<file path="src/rtl/sort_pkg.sv">
// Purpose : shared types and constants for the sort sequencer slice.
// Latency : n/a (declarations only).
// Backpressure: n/a.
// Build option: SORT_ASCEND_EN selects ascending order (smallest word first);
//               left undefined, the block sorts descending (largest first).
package sort_pkg;

   typedef enum logic [1:0] {
      LOAD  = 2'd0,
      SORT  = 2'd1,
      DRAIN = 2'd2
   } state_t;

   localparam int SORT_N_DEF = 5;
   localparam int SORT_W_DEF = 8;

   // Width of an index into an n-entry array; never narrower than one bit.
   function automatic int idx_width(input int n);
      return (n < 2) ? 1 : $clog2(n);
   endfunction

`ifdef SORT_ASCEND_EN
   localparam bit SORT_ASCEND = 1'b1;
`else
   localparam bit SORT_ASCEND = 1'b0;
`endif

endpackage

</file>
<file path="src/rtl/sort_cmp_swap.sv">
// Purpose : one compare-swap cell; decides whether an adjacent pair is out of order.
// Latency : purely combinational.
// Backpressure: none.
// Ports: a, b        - word at p and word at p+1
//        swap_needed - pair is out of order for the configured direction
//        first,second- the pair in the required order (first belongs at p)
module sort_cmp_swap
   import sort_pkg::*;
#(
   parameter int W = SORT_W_DEF
) (
   input  logic [W-1:0] a,
   input  logic [W-1:0] b,
   output logic         swap_needed,
   output logic [W-1:0] first,
   output logic [W-1:0] second
);

   // Strict comparison: equal words never swap, which keeps the sort stable
   // and avoids spurious extra passes on ties.
   always_comb begin
      swap_needed = SORT_ASCEND ? (a > b) : (a < b);
      first       = swap_needed ? b : a;
      second      = swap_needed ? a : b;
   end

endmodule

</file>
<file path="src/rtl/sort_sequencer.sv">
// Purpose : loads N words, bubble-sorts them in place (one compare-swap per cycle), streams them out.
// Latency : sort takes (passes x (N-1)) cycles after the Nth input beat; N-1 min, N*(N-1) max.
// Backpressure: in_ready only in LOAD, out_valid only in DRAIN; out_data held while out_ready=0.
// Ports: clk, rst (async, active-high), flush (sync abort to LOAD)
//        in_valid/in_ready/in_data    - producer stream
//        out_valid/out_ready/out_data/out_last - consumer stream, r[0] first
//        busy - high in SORT or DRAIN
// Build option: SORT_ASCEND_EN (see sort_pkg) flips the sort direction only.
module sort_sequencer
   import sort_pkg::*;
#(
   parameter int N = SORT_N_DEF,
   parameter int W = SORT_W_DEF
) (
   input  logic         clk,
   input  logic         rst,
   input  logic         flush,
   input  logic         in_valid,
   output logic         in_ready,
   input  logic [W-1:0] in_data,
   output logic         out_valid,
   input  logic         out_ready,
   output logic [W-1:0] out_data,
   output logic         out_last,
   output logic         busy
);

   localparam int            IW       = idx_width(N);
   localparam logic [IW-1:0] LAST_IDX = IW'(N - 1);
   localparam logic [IW-1:0] PEND_IDX = IW'(N - 2);
   localparam logic [IW-1:0] ONE      = IW'(1);

   state_t        state;
   logic [IW-1:0] ld_idx;
   logic [IW-1:0] p;
   logic [IW-1:0] p_nxt;
   logic [IW-1:0] out_idx;
   logic          swp;
   logic [W-1:0]  r [N];

   logic          swap_needed;
   logic [W-1:0]  cs_first;
   logic [W-1:0]  cs_second;

   assign p_nxt = p + ONE;

   // Single compare-swap cell, steered by the pass pointer.
   sort_cmp_swap #(.W(W)) u_cmp (
      .a           (r[p]),
      .b           (r[p_nxt]),
      .swap_needed (swap_needed),
      .first       (cs_first),
      .second      (cs_second)
   );

   // Handshake outputs depend only on registered state, never on the peers.
   assign in_ready  = (state == LOAD);
   assign out_valid = (state == DRAIN);
   assign out_last  = (state == DRAIN) && (out_idx == LAST_IDX);
   assign busy      = (state != LOAD);
   assign out_data  = r[out_idx];

   always_ff @(posedge clk or posedge rst) begin
      if (rst) begin
         state   <= LOAD;
         ld_idx  <= '0;
         p       <= '0;
         swp     <= 1'b0;
         out_idx <= '0;
         for (int i = 0; i < N; i++) begin
            r[i] <= '0;
         end
      end else if (flush) begin
         // Storage is left as-is; the next job overwrites every word.
         state   <= LOAD;
         ld_idx  <= '0;
         p       <= '0;
         swp     <= 1'b0;
         out_idx <= '0;
      end else begin
         case (state)
            LOAD: begin
               if (in_valid) begin
                  r[ld_idx] <= in_data;
                  if (ld_idx == LAST_IDX) begin
                     state  <= SORT;
                     ld_idx <= '0;
                     p      <= '0;
                     swp    <= 1'b0;
                  end else begin
                     ld_idx <= ld_idx + ONE;
                  end
               end
            end

            SORT: begin
               if (swap_needed) begin
                  r[p]     <= cs_first;
                  r[p_nxt] <= cs_second;
               end
               if (p == PEND_IDX) begin
                  // End of pass: a swap anywhere in it (including this
                  // cycle's) means the array may still be unsorted.
                  if (swp || swap_needed) begin
                     p   <= '0;
                     swp <= 1'b0;
                  end else begin
                     state   <= DRAIN;
                     out_idx <= '0;
                  end
               end else begin
                  p   <= p_nxt;
                  swp <= swp || swap_needed;
               end
            end

            DRAIN: begin
               if (out_ready) begin
                  if (out_idx == LAST_IDX) begin
                     state   <= LOAD;
                     ld_idx  <= '0;
                     out_idx <= '0;
                  end else begin
                     out_idx <= out_idx + ONE;
                  end
               end
            end

            default: begin
               state <= LOAD;
            end
         endcase
      end
   end

endmodule

</file>
<file path="config.mk">
export PLATFORM = sky130hd
export DESIGN_NAME = sort_sequencer
export DESIGN_NICKNAME = d
export VERILOG_FILES = /design/src/rtl/sort_pkg.sv /design/src/rtl/sort_cmp_swap.sv /design/src/rtl/sort_sequencer.sv
export SDC_FILE = /design/constraint.sdc
export NUM_CORES = 1
export LEC_CHECK = 0
export ABC_CLOCK_PERIOD_IN_PS = 5300
export CAP_MARGIN = 20
export CORE_AREA = 2 2 103 105
export DETAILED_ROUTE_END_ITERATION = 7
export DIE_AREA = 0 0 105 107
export PLACE_DENSITY = 0.63
export SYNTH_ARGS = -nofsm -noshare
export SYNTH_HDL_FRONTEND = slang
export SYNTH_SLANG_ARGS = --single-unit
</file>
<file path="constraint.sdc">
create_clock -name clk -period 5.3 [get_ports clk]
set_input_delay 0.53 -clock clk [delete_from_list [all_inputs] [get_ports clk]]
set_output_delay 0.53 -clock clk [all_outputs]
set_load 0.05 [all_outputs]
</file>
==> impl_metrics.ini, run 1 <==
[status]
status = complete, no violations

[final_layout]
area_delta_synth_final_pct = 7.935
fin_nets = 619
drive_gt1_frac = 0.1298
fill_cells = 1010
layout.cells.non_filler = 729
final_area_um2 = 5344
final_util = 0.5295
diodes = 0

[clocking]
clock-sinks = 52
cts.repair.resized = 0
cts_hold_buffers = 0
cts_buffers = 5
root_buffer = clkbuf_8
htree_levels = 2
post_cts_buffers = 0
cts_tree = built
clockBufferDepth = 2
clk_latency_ps = 330
clk_pin_slew_ps = 110

[synthesis]
ys.flop_type = dfrtp_1
avgSynthCellArea_um2 = 8.449
synth_edf_count = 0
ys_async_sr_fraction = 1.000
netlist_instances = 586
ys_types = 78
yosysSeqAreaShare = 0.2628
synth_seq_cells = 52
yosys_warnings = 0
synth_fp_nets = 613
syn-cell-area_um2 = 4951

[timing]
finalCriticalPeriod_ps = 4936
relSlewSlack = 0.2680
tns_ps = 0
rsz0062_at_grt = false
fmax_mhz = 202.6
layout_worst_path_cycle_share = 0.9314
fin_skew_ps = 12.85
setup_viol = 0
hold_slack_ps = 558.7
hold_viol = 0
worstMarginPinSlew_ps = 1094
drv_slew = 0

[floorplan]
pin_count = 25
initial_core_util = 0.4906
die_h_um = 107
design.die.area_um2 = 11240
std_cell_rows = 37
core_region_area_um2 = 10090
dieWidth_um = 105

[global_routing]
grt_max_degree = 53
grtUsageTotal = 0.3080
grt_pass1_vias = 4691
antenna_found_initial = 0
gr-total-overflow = 0
grt_pass1_wl_um = 26590

[run]
maxCapViolCount = 0

[worst_hold_path]
holdPathStages = 1
hold_class = reg2reg

[worst_setup_path]
worstSetupPathType = reg2reg
cp.required_ps = 5470
endpoint_kind = register
path_max_fanout = 21
worstSetupStartpointType = register
cp.arrival_ps = 5110
worstRegToRegCells = 14

[drt]
first_pass_iters = 5
ant_nets = 0
wl_per_cell_um = 23.84
vias = 5048
drt_iter0_markers = 533
drc = 0
via_per_inst = 6.925
drt-total-wl_um = 17380

[pwr]
power.density_nw_per_um2 = 391.2
p_leak_nw = 1.962
ir_drop_mv = 0.1651

[place]
place_hpwl_um = 11750
post-place-cells = 721
port_buffers = 24
dpl_cell_area_um2 = 5255
place_congestion = 0.9808
## path summary, 6_finish.rpt
path / end / slack, ps / startpoint
max in group asynchronous: r[27]$_DFFE_PP0P_ / 4070 / rst
min in group asynchronous: r[9]$_DFFE_PP0P_ / 710 / rst
setup reg to reg: r[31]$_DFFE_PP0P_ / 360 / p[0]$_DFFE_PP0P_
setup / recovery: r[31]$_DFFE_PP0P_ / 360 / p[0]$_DFFE_PP0P_
hold / removal: r[29]$_DFFE_PP0P_ / 560 / r[29]$_DFFE_PP0P_
hold reg to reg: r[29]$_DFFE_PP0P_ / 560 / r[29]$_DFFE_PP0P_
## through the flow
stage	total power, W	setup WS (ps)
final	0.002091	363.8
after global routing	0.002218	91.04
after detailed placement	0.001814	490.3
after CTS	0.002067	450.4
after global placement	0.001805	574.0
after floorplan	0.001548	1290
## routing by layer
| metal | track usage | vias up | part of all wire |
|---|---|---|---|
| met5 | 0 | - | 0 |
| met2 | 0.4861 | 306 | 0.45 |
| met3 | 0.05046 | 45 | 0.095 |
| met1 | 0.4232 | 2427 | 0.42 |
| met4 | 0.1190 | 0 | 0.030 |
| li1 | - | 2270 | - |
## registers in the layout, indices dropped and copies added (netlist names)
signal and flops:
r 40, ld_idx 3, out_idx 3, p 3, state 2, swp 1
## report_power, final
part	total, W	switching [W]	internal, W
registers	0.000627	0.000132	0.000495
clock network	0.000250	0.000155	0.0000947
logic	0.00121	0.000730	0.000484
## cells in the mapped netlist, drive strengths merged (9+ instances only)
cell / number / area (um2)
nor2: 62 / 251.5
inv: 30 / 112.6
o21ai: 40 / 222.7
o221ai: 11 / 96.34
buf: 31 / 206.4
clkbuf: 12 / 45.04
nor3: 13 / 86.34
ha: 14 / 175.2
mux2: 14 / 161.4
a21oi: 23 / 130.1
mux2i: 16 / 163.9
dfrtp: 52 / 1301
nand2: 65 / 244.0
a31oi: 30 / 187.7
a221oi: 22 / 192.7
o22ai: 19 / 118.9
mux4: 9 / 202.7
nand3: 20 / 100.1
## cell type report
class	instances	area, um2	area share
clock buffer	6	72.57	0.01358
multi-input combinational	461	3296	0.6167
tap	136	170.2	0.03184
clock inverter	2	16.27	0.003044
inverter	30	112.6	0.02107
sequential	52	1301	0.2435
timing repair buffer	42	375.4	0.07024
## logic make-up (layout without fill, tap and decap cells)
family                     count (synthesis)  after routing  synth area share
AOI/OAI and AO/OA                        214            214            0.3354
muxes                                     39             39            0.1066
DFF                                       52             52            0.2628
adders and majority gates                 14             14           0.03538
buffers and inverters                     73             80           0.07354
and+or+nand+nor                          194            194            0.1863
## critical path, stage by stage, from the launching register on
cell and delay (ps):
dfrtp_1 400, ha_1 220, ha_1 430, or2b_1 520
nor2_1 90, a21oi_1 440, ha_1 380, nand4_1 280
a21oi_1 90, nor2_2 440, o311a_1 720, buf_4 360
o221ai_1 150, o21ai_0 130, a31oi_1 110
## placed cells by master, fill, tap and decap left out, types with 6 or more instances in the layout
cell,synthesis,routed
mux2i_1,15,15
nand3_1,20,20
nor3_1,10,10
o21ai_1,8,8
a22o_1,6,6
buf_4,6,18
clkdlybuf4s50_1,0,24
mux2_2,13,13
o21ai_0,30,30
a31oi_1,30,30
o22ai_1,19,19
nand2_1,65,65
nor2_1,60,60
a21oi_1,21,21
a221oi_1,22,22
o21a_1,6,6
ha_1,14,14
mux4_2,9,9
o211ai_1,7,7
inv_1,30,29
dfrtp_1,52,52
o221ai_1,11,11
Note: power is estimated with default switching activity, not from simulation.
==> run 2: changes to the inputs <==
--- a/config.mk
+++ b/config.mk
@@ -8,9 +8,12 @@
 export ABC_CLOCK_PERIOD_IN_PS = 5300
 export CAP_MARGIN = 20
 export CORE_AREA = 2 2 103 105
+export CTS_CLUSTER_DIAMETER = 40
 export DETAILED_ROUTE_END_ITERATION = 7
 export DIE_AREA = 0 0 105 107
 export PLACE_DENSITY = 0.63
+export SKIP_CTS_REPAIR_TIMING = 1
+export SLEW_MARGIN = 5
 export SYNTH_ARGS = -nofsm -noshare
 export SYNTH_HDL_FRONTEND = slang
 export SYNTH_SLANG_ARGS = --single-unit
==> results of run 2 <==
Same layout as run 1: the final DEF is identical, and so are final timing and power.
